### src/rtl/trade_scheduler.sv
// trade_scheduler: divides clk into decision ticks, samples the bid/ask feed,
// decides on at most one BUY/SELL per tick and issues it over valid/ack.
//
// Handshake: trade_valid is raised by the scheduler and stays high, with
// trade_side/trade_price frozen, until the first clk edge where trade_ack=1;
// that edge is the transfer. trade_ack while trade_valid=0 has no effect.
module trade_scheduler #(
  parameter int TICK_DIV       = 2097152,
  parameter int MAX_POS        = 8,
  parameter int WIDE_SPREAD    = 20,
  parameter int COOLDOWN_TICKS = 2
) (
  input  logic        clk,
  input  logic        reset,
  input  logic        enable,
  input  logic [7:0]  buy_price,
  input  logic [7:0]  sell_price,
  input  logic        trade_ack,
  output logic        trade_valid,
  output logic        trade_side,
  output logic [7:0]  trade_price,
  output logic [7:0]  position,
  output logic [15:0] trade_count,
  output logic [2:0]  state
);

  localparam int TW = (TICK_DIV > 2) ? $clog2(TICK_DIV) : 1;
  localparam int CW = (COOLDOWN_TICKS > 1) ? $clog2(COOLDOWN_TICKS + 1) : 1;

  typedef enum logic [2:0] {
    IDLE   = 3'd0,
    WAIT   = 3'd1,
    SAMPLE = 3'd2,
    DECIDE = 3'd3,
    ISSUE  = 3'd4,
    COOL   = 3'd5
  } state_t;

  state_t          state_q, state_d;
  logic [TW-1:0]   tick_cnt;
  logic            tick;
  logic [CW-1:0]   cool_cnt;
  logic [7:0]      bid_q, ask_q;
  logic            buy_ok, sell_ok, accept;

  assign tick   = (tick_cnt == TW'(TICK_DIV - 1));
  assign state  = state_q;
  // Buy into a crossed/locked book; unwind only on a wide spread (9-bit, no wrap).
  assign buy_ok  = (ask_q <= bid_q) && (position < 8'(MAX_POS));
  assign sell_ok = ({1'b0, ask_q} >= ({1'b0, bid_q} + 9'(WIDE_SPREAD))) &&
                   (position != 8'd0);
  assign accept  = (state_q == ISSUE) && trade_ack;

  // Free-running decision tick divider.
  always_ff @(posedge clk) begin
    if (!reset) tick_cnt <= '0;
    else if (tick) tick_cnt <= '0;
    else tick_cnt <= tick_cnt + 1'b1;
  end

  // FSM state register.
  always_ff @(posedge clk) begin
    if (!reset) state_q <= IDLE;
    else state_q <= state_d;
  end

  // FSM next-state logic.
  always_comb begin
    state_d = state_q;
    case (state_q)
      IDLE:    if (enable) state_d = WAIT;
      WAIT: begin
        if (!enable) state_d = IDLE;
        else if (tick) state_d = SAMPLE;
      end
      SAMPLE:  state_d = DECIDE;
      DECIDE:  state_d = (buy_ok || sell_ok) ? ISSUE : WAIT;
      ISSUE: begin
        if (trade_ack) state_d = (COOLDOWN_TICKS == 0) ? WAIT : COOL;
      end
      COOL: begin
        if (cool_cnt == '0) state_d = enable ? WAIT : IDLE;
      end
      default: state_d = IDLE;
    endcase
  end

  // Price latch, trade offer, position/count bookkeeping and cooldown.
  always_ff @(posedge clk) begin
    if (!reset) begin
      bid_q       <= 8'd0;
      ask_q       <= 8'd0;
      trade_valid <= 1'b0;
      trade_side  <= 1'b0;
      trade_price <= 8'd0;
      position    <= 8'd0;
      trade_count <= 16'd0;
      cool_cnt    <= '0;
    end else begin
      if (state_q == SAMPLE) begin
        bid_q <= buy_price;
        ask_q <= sell_price;
      end
      if (state_q == DECIDE) begin
        if (buy_ok) begin
          trade_valid <= 1'b1;
          trade_side  <= 1'b1;
          trade_price <= ask_q;
        end else if (sell_ok) begin
          trade_valid <= 1'b1;
          trade_side  <= 1'b0;
          trade_price <= bid_q;
        end
      end
      if (accept) begin
        trade_valid <= 1'b0;
        position    <= trade_side ? position + 8'd1 : position - 8'd1;
        if (trade_count != 16'hFFFF) trade_count <= trade_count + 16'd1;
        cool_cnt    <= CW'(COOLDOWN_TICKS);
      end
      if ((state_q == COOL) && tick && (cool_cnt != '0))
        cool_cnt <= cool_cnt - 1'b1;
    end
  end

endmodule

### config.mk
export PLATFORM = sky130hd
export DESIGN_NAME = trade_scheduler
export DESIGN_NICKNAME = d
export VERILOG_FILES = /design/src/rtl/trade_scheduler.sv
export SDC_FILE = /design/constraint.sdc
export NUM_CORES = 1
export LEC_CHECK = 0
export BUFFER_PORTS_ARGS = -buffer_cell sky130_fd_sc_hd__buf_2
export CAP_MARGIN = 40
export CORE_ASPECT_RATIO = 2
export CORE_UTILIZATION = 55
export DETAILED_ROUTE_END_ITERATION = 10
export PLACE_DENSITY = 0.87
export SKIP_CTS_REPAIR_TIMING = 1
export SLEW_MARGIN = 20
export SYNTH_ARGS = -nofsm -noshare
export SYNTH_HDL_FRONTEND = slang
export SYNTH_SLANG_ARGS = --single-unit
### constraint.sdc
create_clock -name clk -period 2.85 [get_ports clk]
set_clock_uncertainty 0.2 [all_clocks]
set_input_delay 0.57 -clock clk [delete_from_list [all_inputs] [get_ports clk]]
set_output_delay 0.57 -clock clk [all_outputs]
set_load 0.01 [all_outputs]
==> metrics, run 1 <==
outcome=finished clean; GRT Residual Overflow=0; layout cells sized above 1=17.9%; Final Util=67.9%; Levels on crit path=9; Post-synth top flop=dfxtp_1; Max FO, Critical Path=9; pin count of the biggest net entering global routing=45; Cell Chain, Critical Path=ha_1, xor2_1, ha_1, and2_1, o21ai_0, o21ai_2, o211a_1, or2_1, o21a_1; register area share after synthesis=37.7%; Ports=57; Mean Syn Cell Area=8.70 sq um; clk_lat worst skew=340 ps; Port Buffers=56; WL met2=5.19 mm; vias in the first global route=3,327; M1 WL=3.39 mm; Synth async-reset ratio=0%; H-Tree Depth=3; Mapped Area=0.00404 sq mm; DRT Pass-1 Iters=4; GR Util All Layers=24.9%; ANT cells=0; Power, Total=2.35 mW; hold path cells=3; Starting Density=57.7%; first-pass GRT wire length=14.9 mm; DPL Wire Length=6.71 mm; top sig layer=met4; most frequent CP cell=ha_1; DRT Wirelength=9.27 mm; Post-Synthesis Cells=464; Leakage=2.11 nW; Final Max Tran Viols=0; Die Span Y=123 um; Core Region=0.00699 sq mm; slowest cell delay on critical path=420 ps; CP required=2890 ps; Die ar.=0.00770 sq mm; R2R depth=9; Tmin final=2730 ps; Crit Path Category=reg2reg; Post-synth EDFFs=0; Final setup viols=0; final hold vios=0; max_cap viols=0; # rows=43; Seq cells post-synth=76; Crit-path slowest cell=dfxtp_1; worst hold path class=in2reg; WL per Instance=15.1 um; period utilization=95.7%; power per cell area=494 mW/mm^2; VDD IR max=0.000510 V; top cells by area, synth=dfxtp_1 38%, ha_1 7.4%, nand2_1 5.4%; First DRT Iteration DRCs=149; fill cell count=529; antenna violations before repair=0; relative slew slack=63.8%; RePlAce Congestion=1.01; Final ANT Viol Nets=0; Yosys Warn Count=0; Clock Sinks=76; share of the synthesized area in the top cell type=37.7%; Layout Nets=565; dominant cell type by area after synthesis=dfxtp_1; CTS root buf=clkbuf_16; number of buffers and inverters on the critical path=0; P&R area growth vs syn=17.7%; Least-Margin Pin Slew=541 ps; CP Capture Type=flop; Clock transition at path regs=60 ps; CTS tree=yes; CTS Buf Count=9; clock buffer depth=2; Vias/cell=5.64; Mapped Nets=509; delay-heaviest family, CP=compound AO/OA/AOI/OAI gates; Worst Path Arrival=2760 ps; DR WL met3=349 um; critical path launch point type=flop; drt drc=0; die width=62.6 um; via count=3,469; total negative slack=0 ps; maximum clock frequency=367 MHz; Netlist cell types=53
## kinds of logic after synthesis
family / count (synthesis) / synth area share [%]
buffers and inverters: 41 / 4.00
DFF: 76 / 37.7
AOI/OAI and AO/OA: 90 / 15.9
xor gates and xnor gates: 39 / 8.47
adders and majority gates: 25 / 7.94
and+or+nand+nor: 184 / 23.8
muxes: 9 / 2.23
## power by group
part	total, mW	internal, mW	switching, mW	leakage [nW]
registers	1.07	1.07	0.00707	0.613
clock network	1.22	0.766	0.454	0.149
logic	0.0526	0.0245	0.0282	1.35
total	2.35	1.86	0.489	2.11
## per-stage QoR
stage / setup slack [ps] / hold WS (ps) / instances / cell area (sq um)
2_1_floorplan: 273 / 217 / 464 / 4040
3_3_place_gp: 193 / 227 / 599 / 4420
3_5_place_dp: 138 / 249 / 599 / 4420
4_1_cts: 109 / 253 / 615 / 4740
5_1_grt: -31.6 / 264 / 615 / 4750
6_report: 123 / 261 / 615 / 4750
## layout make-up
| type | count | area, sq um | share of cell area (%) |
|---|---|---|---|
| Clock inverter | 6 | 88.8 | 1.87 |
| Tap cell | 90 | 113 | 2.37 |
| Clock buffer | 10 | 229 | 4.82 |
| Inverter | 21 | 78.8 | 1.66 |
| Multi-Input combinational cell | 347 | 2370 | 49.9 |
| Sequential cell | 76 | 1520 | 32.1 |
| Timing Repair Buffer | 65 | 348 | 7.33 |
## state kept, by name, summed over array words and instances (netlist names)
name	count
tick_cnt	21
trade_count	16
ask_q	8
bid_q	8
position	8
trade_price	8
state	3
cool_cnt	2
trade_side	1
trade_valid	1
## cells in the mapped netlist (3+ instances only)
library cell  number
a21oi_1           19
clkbuf_1          16
nor2b_1            6
o21ai_0           10
o31ai_1           10
mux2i_1            9
nand4_1            7
or3_1              5
and4_1             6
nand2_1           58
o211ai_1           5
inv_1             21
a21o_1             4
nand3_1           19
and3_1             9
nor2_1            36
xor2_1            15
dfxtp_1           76
a21boi_0           3
xnor2_1           24
nor3_1             4
o21a_1             4
ha_1              24
buf_2              3
a21boi_1          19
and2_1            15
nand2b_1           6
## layer usage
metal / up-vias / track usage (%)
met4: 0 / 17.0
li1: 1730 / -
met3: 27 / 3.97
met1: 1627 / 24.8
met5: - / 0
met2: 85 / 46.7
## cell usage in the layout (no fill, tap or decap), types with 10 or more instances in the layout
cell type,n
dfxtp_1,75
a21oi_1,18
buf_2,56
o31ai_1,10
nand2_1,58
and2_1,15
nor2_1,36
xnor2_1,24
a21boi_1,19
ha_1,24
xor2_1,15
inv_1,21
nand3_1,19
## worst paths after layout
path	from	to	slack, ps
worst max register to register	bid_q[3]$_SDFFE_PN0P_	state[2]$_SDFFE_PN0P_	120
worst min-delay path	buy_price[0]	bid_q[0]$_SDFFE_PN0P_	260
worst min register to register	tick_cnt[0]$_SDFF_PP0_	tick_cnt[0]$_SDFF_PP0_	270
worst max-delay path	bid_q[3]$_SDFFE_PN0P_	state[2]$_SDFFE_PN0P_	120
## tightest hold or removal path, cell delays in order
cell	delay, ps
buf_2	90
nand2_1	40
a21boi_1	50
Power figures use the tool's default switching activity.
==> run 2, diff against run 1 <==
--- a/config.mk
+++ b/config.mk
@@ -10,7 +10,8 @@
 export CORE_ASPECT_RATIO = 2
 export CORE_UTILIZATION = 55
 export DETAILED_ROUTE_END_ITERATION = 10
-export PLACE_DENSITY = 0.87
+export PLACE_DENSITY = 0.82
+export REMOVE_ABC_BUFFERS = 1
 export SKIP_CTS_REPAIR_TIMING = 1
 export SLEW_MARGIN = 20
 export SYNTH_ARGS = -nofsm -noshare
==> run 2 against run 1 <==
Maximum frequency grew 1.2%. Wire length shrank 0.81%. Critical path type unchanged. Sequential power is essentially flat. Global-route usage grew 0.74 points. Cell area shrank 0.69%. Worst setup slack gained 33 ps. Combinational power grew 0.8%. Non-clock buffer count grew 3. First-iteration DRC count shrank 0.67%. Flip-flop and latch count is the same. Clock power shrank 15%.
==> metrics, run 2 (synthesis results as in run 1) <==
RR Endpoint=trade_price[0]$_SDFFE_PN0P_; # rows=43 (unchanged); Logic pwr share=2.5% (+0.3 points); area post-placement=0.00445 sq mm (+0.62%); hold path cells=1 (-2); fill cell count=589 (+11%); antenna violations before repair=0 (unchanged); Final ANT Viol Nets=0 (unchanged); CTS tree=yes; CP Capture Type=flop; Clock transition at path regs=60 ps (about the same); sequential fraction of design power=49.6% (+3.8 points); Place WS=137 ps (-0.996 ps); Hold Startpoint=tick_cnt[0]$_SDFF_PP0_; Final Util=67.4% (-0.47 points); Vias/cell=5.63 (-0.20%); FF/Latch Area=0.00152 sq mm (about the same); ANT cells=0 (unchanged); Tmin final=2690 ps (-32.7 ps); Starting Density=57.7% (unchanged); sink of the worst hold path=tick_cnt[0]$_SDFF_PP0_; commonest non-fill, non-tap cell in the layout=dfxtp_1; Setup crit start=bid_q[4]$_SDFFE_PN0P_; Port Buffers=56 (unchanged); DR WL met3=319 um (-8.6%); pin count of the biggest net entering global routing=29 (-36%); H-Tree Depth=3 (unchanged); Crit-path slowest cell=dfxtp_1; die width=62.6 um (unchanged); clock buffer depth=2 (unchanged); WL per Instance=14.9 um (-1.3%); Least-Margin Pin Slew=597 ps (+55.8 ps); WHS=258 ps (-3.44 ps); VDD IR max=0.000443 V (-13%); internal power=1.68 mW (-9.5%); Clock Sinks=76 (unchanged); DRT Wirelength=9.19 mm (-0.81%); final instance area=0.00472 sq mm (-0.69%); RSZ-0062 raised after global routing=no; Leakage=2.11 nW (-0.12%); Final Max Tran Viols=0 (unchanged); GR Util All Layers=25.7% (+0.74 points); Core Region=0.00699 sq mm (unchanged); First DRT Iteration DRCs=148 (-0.67%); M1 WL=3.37 mm (-0.62%); Final setup viols=0 (unchanged); via count=3,479 (+0.29%); max FFs per register=21 (unchanged); outcome=finished clean; layout cells sized above 1=18.2% (+0.28 points); vias in the first global route=3,441 (+3.4%); CTS Buf Count=9 (unchanged); area taken by multi-input logic gates=0.00236 sq mm (-0.21%); CTS root buf=clkbuf_16; total negative slack=0 ps (unchanged); WL met2=5.01 mm (-3.5%); Switching Fraction=22.3% (+1.5 points); Cell Chain, Critical Path=inv_1, ha_1, nand4_1, nor2_1, a21oi_1, nor3b_2, buf_4, mux2i_1, a21oi_1; Die Span Y=123 um (unchanged); drt drc=0 (unchanged); maximum clock frequency=371 MHz (+1.2%); GRT Residual Overflow=0 (unchanged); first-pass GRT wire length=15.3 mm (+2.5%); Placed Cells=602 (+0.50%); clock power share=47.9% (-4.1 points); Crit Path Category=reg2reg; worst hold path class=reg2reg; DPL Wire Length=6.94 mm (+3.4%); DRT Pass-1 Iters=4 (unchanged); max_cap viols=0 (unchanged); Crit Reg-Reg Startpoint=bid_q[4]$_SDFFE_PN0P_; Power, Total=2.16 mW (-7.8%); Layout Nets=568 (+0.53%); Net Sw Power=0.483 mW (-1.2%); power per cell area=459 mW/mm^2 (-7.1%); P&R area growth vs syn=16.9%; most frequent cells in the layout=76 x dfxtp_1, 58 x nand2_1, 56 x buf_2; RePlAce Congestion=0.939 (-7.2%); Die ar.=0.00770 sq mm (unchanged); slowest cell delay on critical path=440 ps (+20 ps); R2R depth=9 (unchanged); Ports=57 (unchanged); top sig layer=met4; FF-to-FF setup slack=160 ps (+30 ps); Max FO, Critical Path=7 (-2); most frequent CP cell=a21oi_1; relative slew slack=59.6% (-4.2 points); fin cells=618 (+0.49%); critical path launch point type=flop; clk_lat worst skew=340 ps (about the same); CP required=2860 ps (-30 ps); final hold vios=0 (unchanged); Worst Path Arrival=2700 ps (-60 ps); Largest regs=tick_cnt (21), trade_count (16); period utilization=94.5% (-1.1 points); final worst setup slack=155 ps (+32.7 ps); register with the most flip-flops=tick_cnt
## run 2: area by class of cell
cell class                      count  area share (%)
Tap cell                           90            2.39
Multi-Input combinational cell    347            50.1
Sequential cell                    76            32.3
Clock inverter                      6           0.849
Inverter                           21            1.67
Timing Repair Buffer               68            7.85
Clock buffer                       10            4.86
## run 2: power groups by stage
stage / logic [mW] / registers (mW) / clock network (mW)
2_1_floorplan: 0.0197 / 1.10 / 0
3_3_place_gp: 0.0514 / 1.10 / 0
4_1_cts: 0.0539 / 1.07 / 1.04
3_5_place_dp: 0.0527 / 1.10 / 0
5_1_grt: 0.0590 / 1.07 / 1.10
6_report: 0.0530 / 1.07 / 1.04
## run 2: how the worst max path moves through the flow
stage                                         endpoint  slack, ps  depth (start not counted)
after global placement           state[0]$_SDFFE_PN0P_        180                          9
after detailed placement         state[0]$_SDFFE_PN0P_        140                         10
final                      trade_price[0]$_SDFFE_PN0P_        160                          9
after global routing             state[0]$_SDFFE_PN0P_         30                         10
after CTS                        state[0]$_SDFFE_PN0P_        120                         10
after floorplan           trade_count[11]$_SDFFE_PN0P_        200                          4
## run 2: worst max-delay path: cells and delay by family, from the launching register on
kind,cells,cell delay (ps)
AND/OR/NAND/NOR,3,790
flip-flops,1,440
buffers and inverters,2,340
multiplexers,1,300
adder cells (fa/ha/maj),1,280
AO/OA/AOI/OAI,2,230
## run 2: routing by layer
metal	global-route usage, %	vias up
met5	0	-
met4	18.6	0
met3	4.15	33
met2	48.6	79
met1	24.6	1638
li1	-	1729
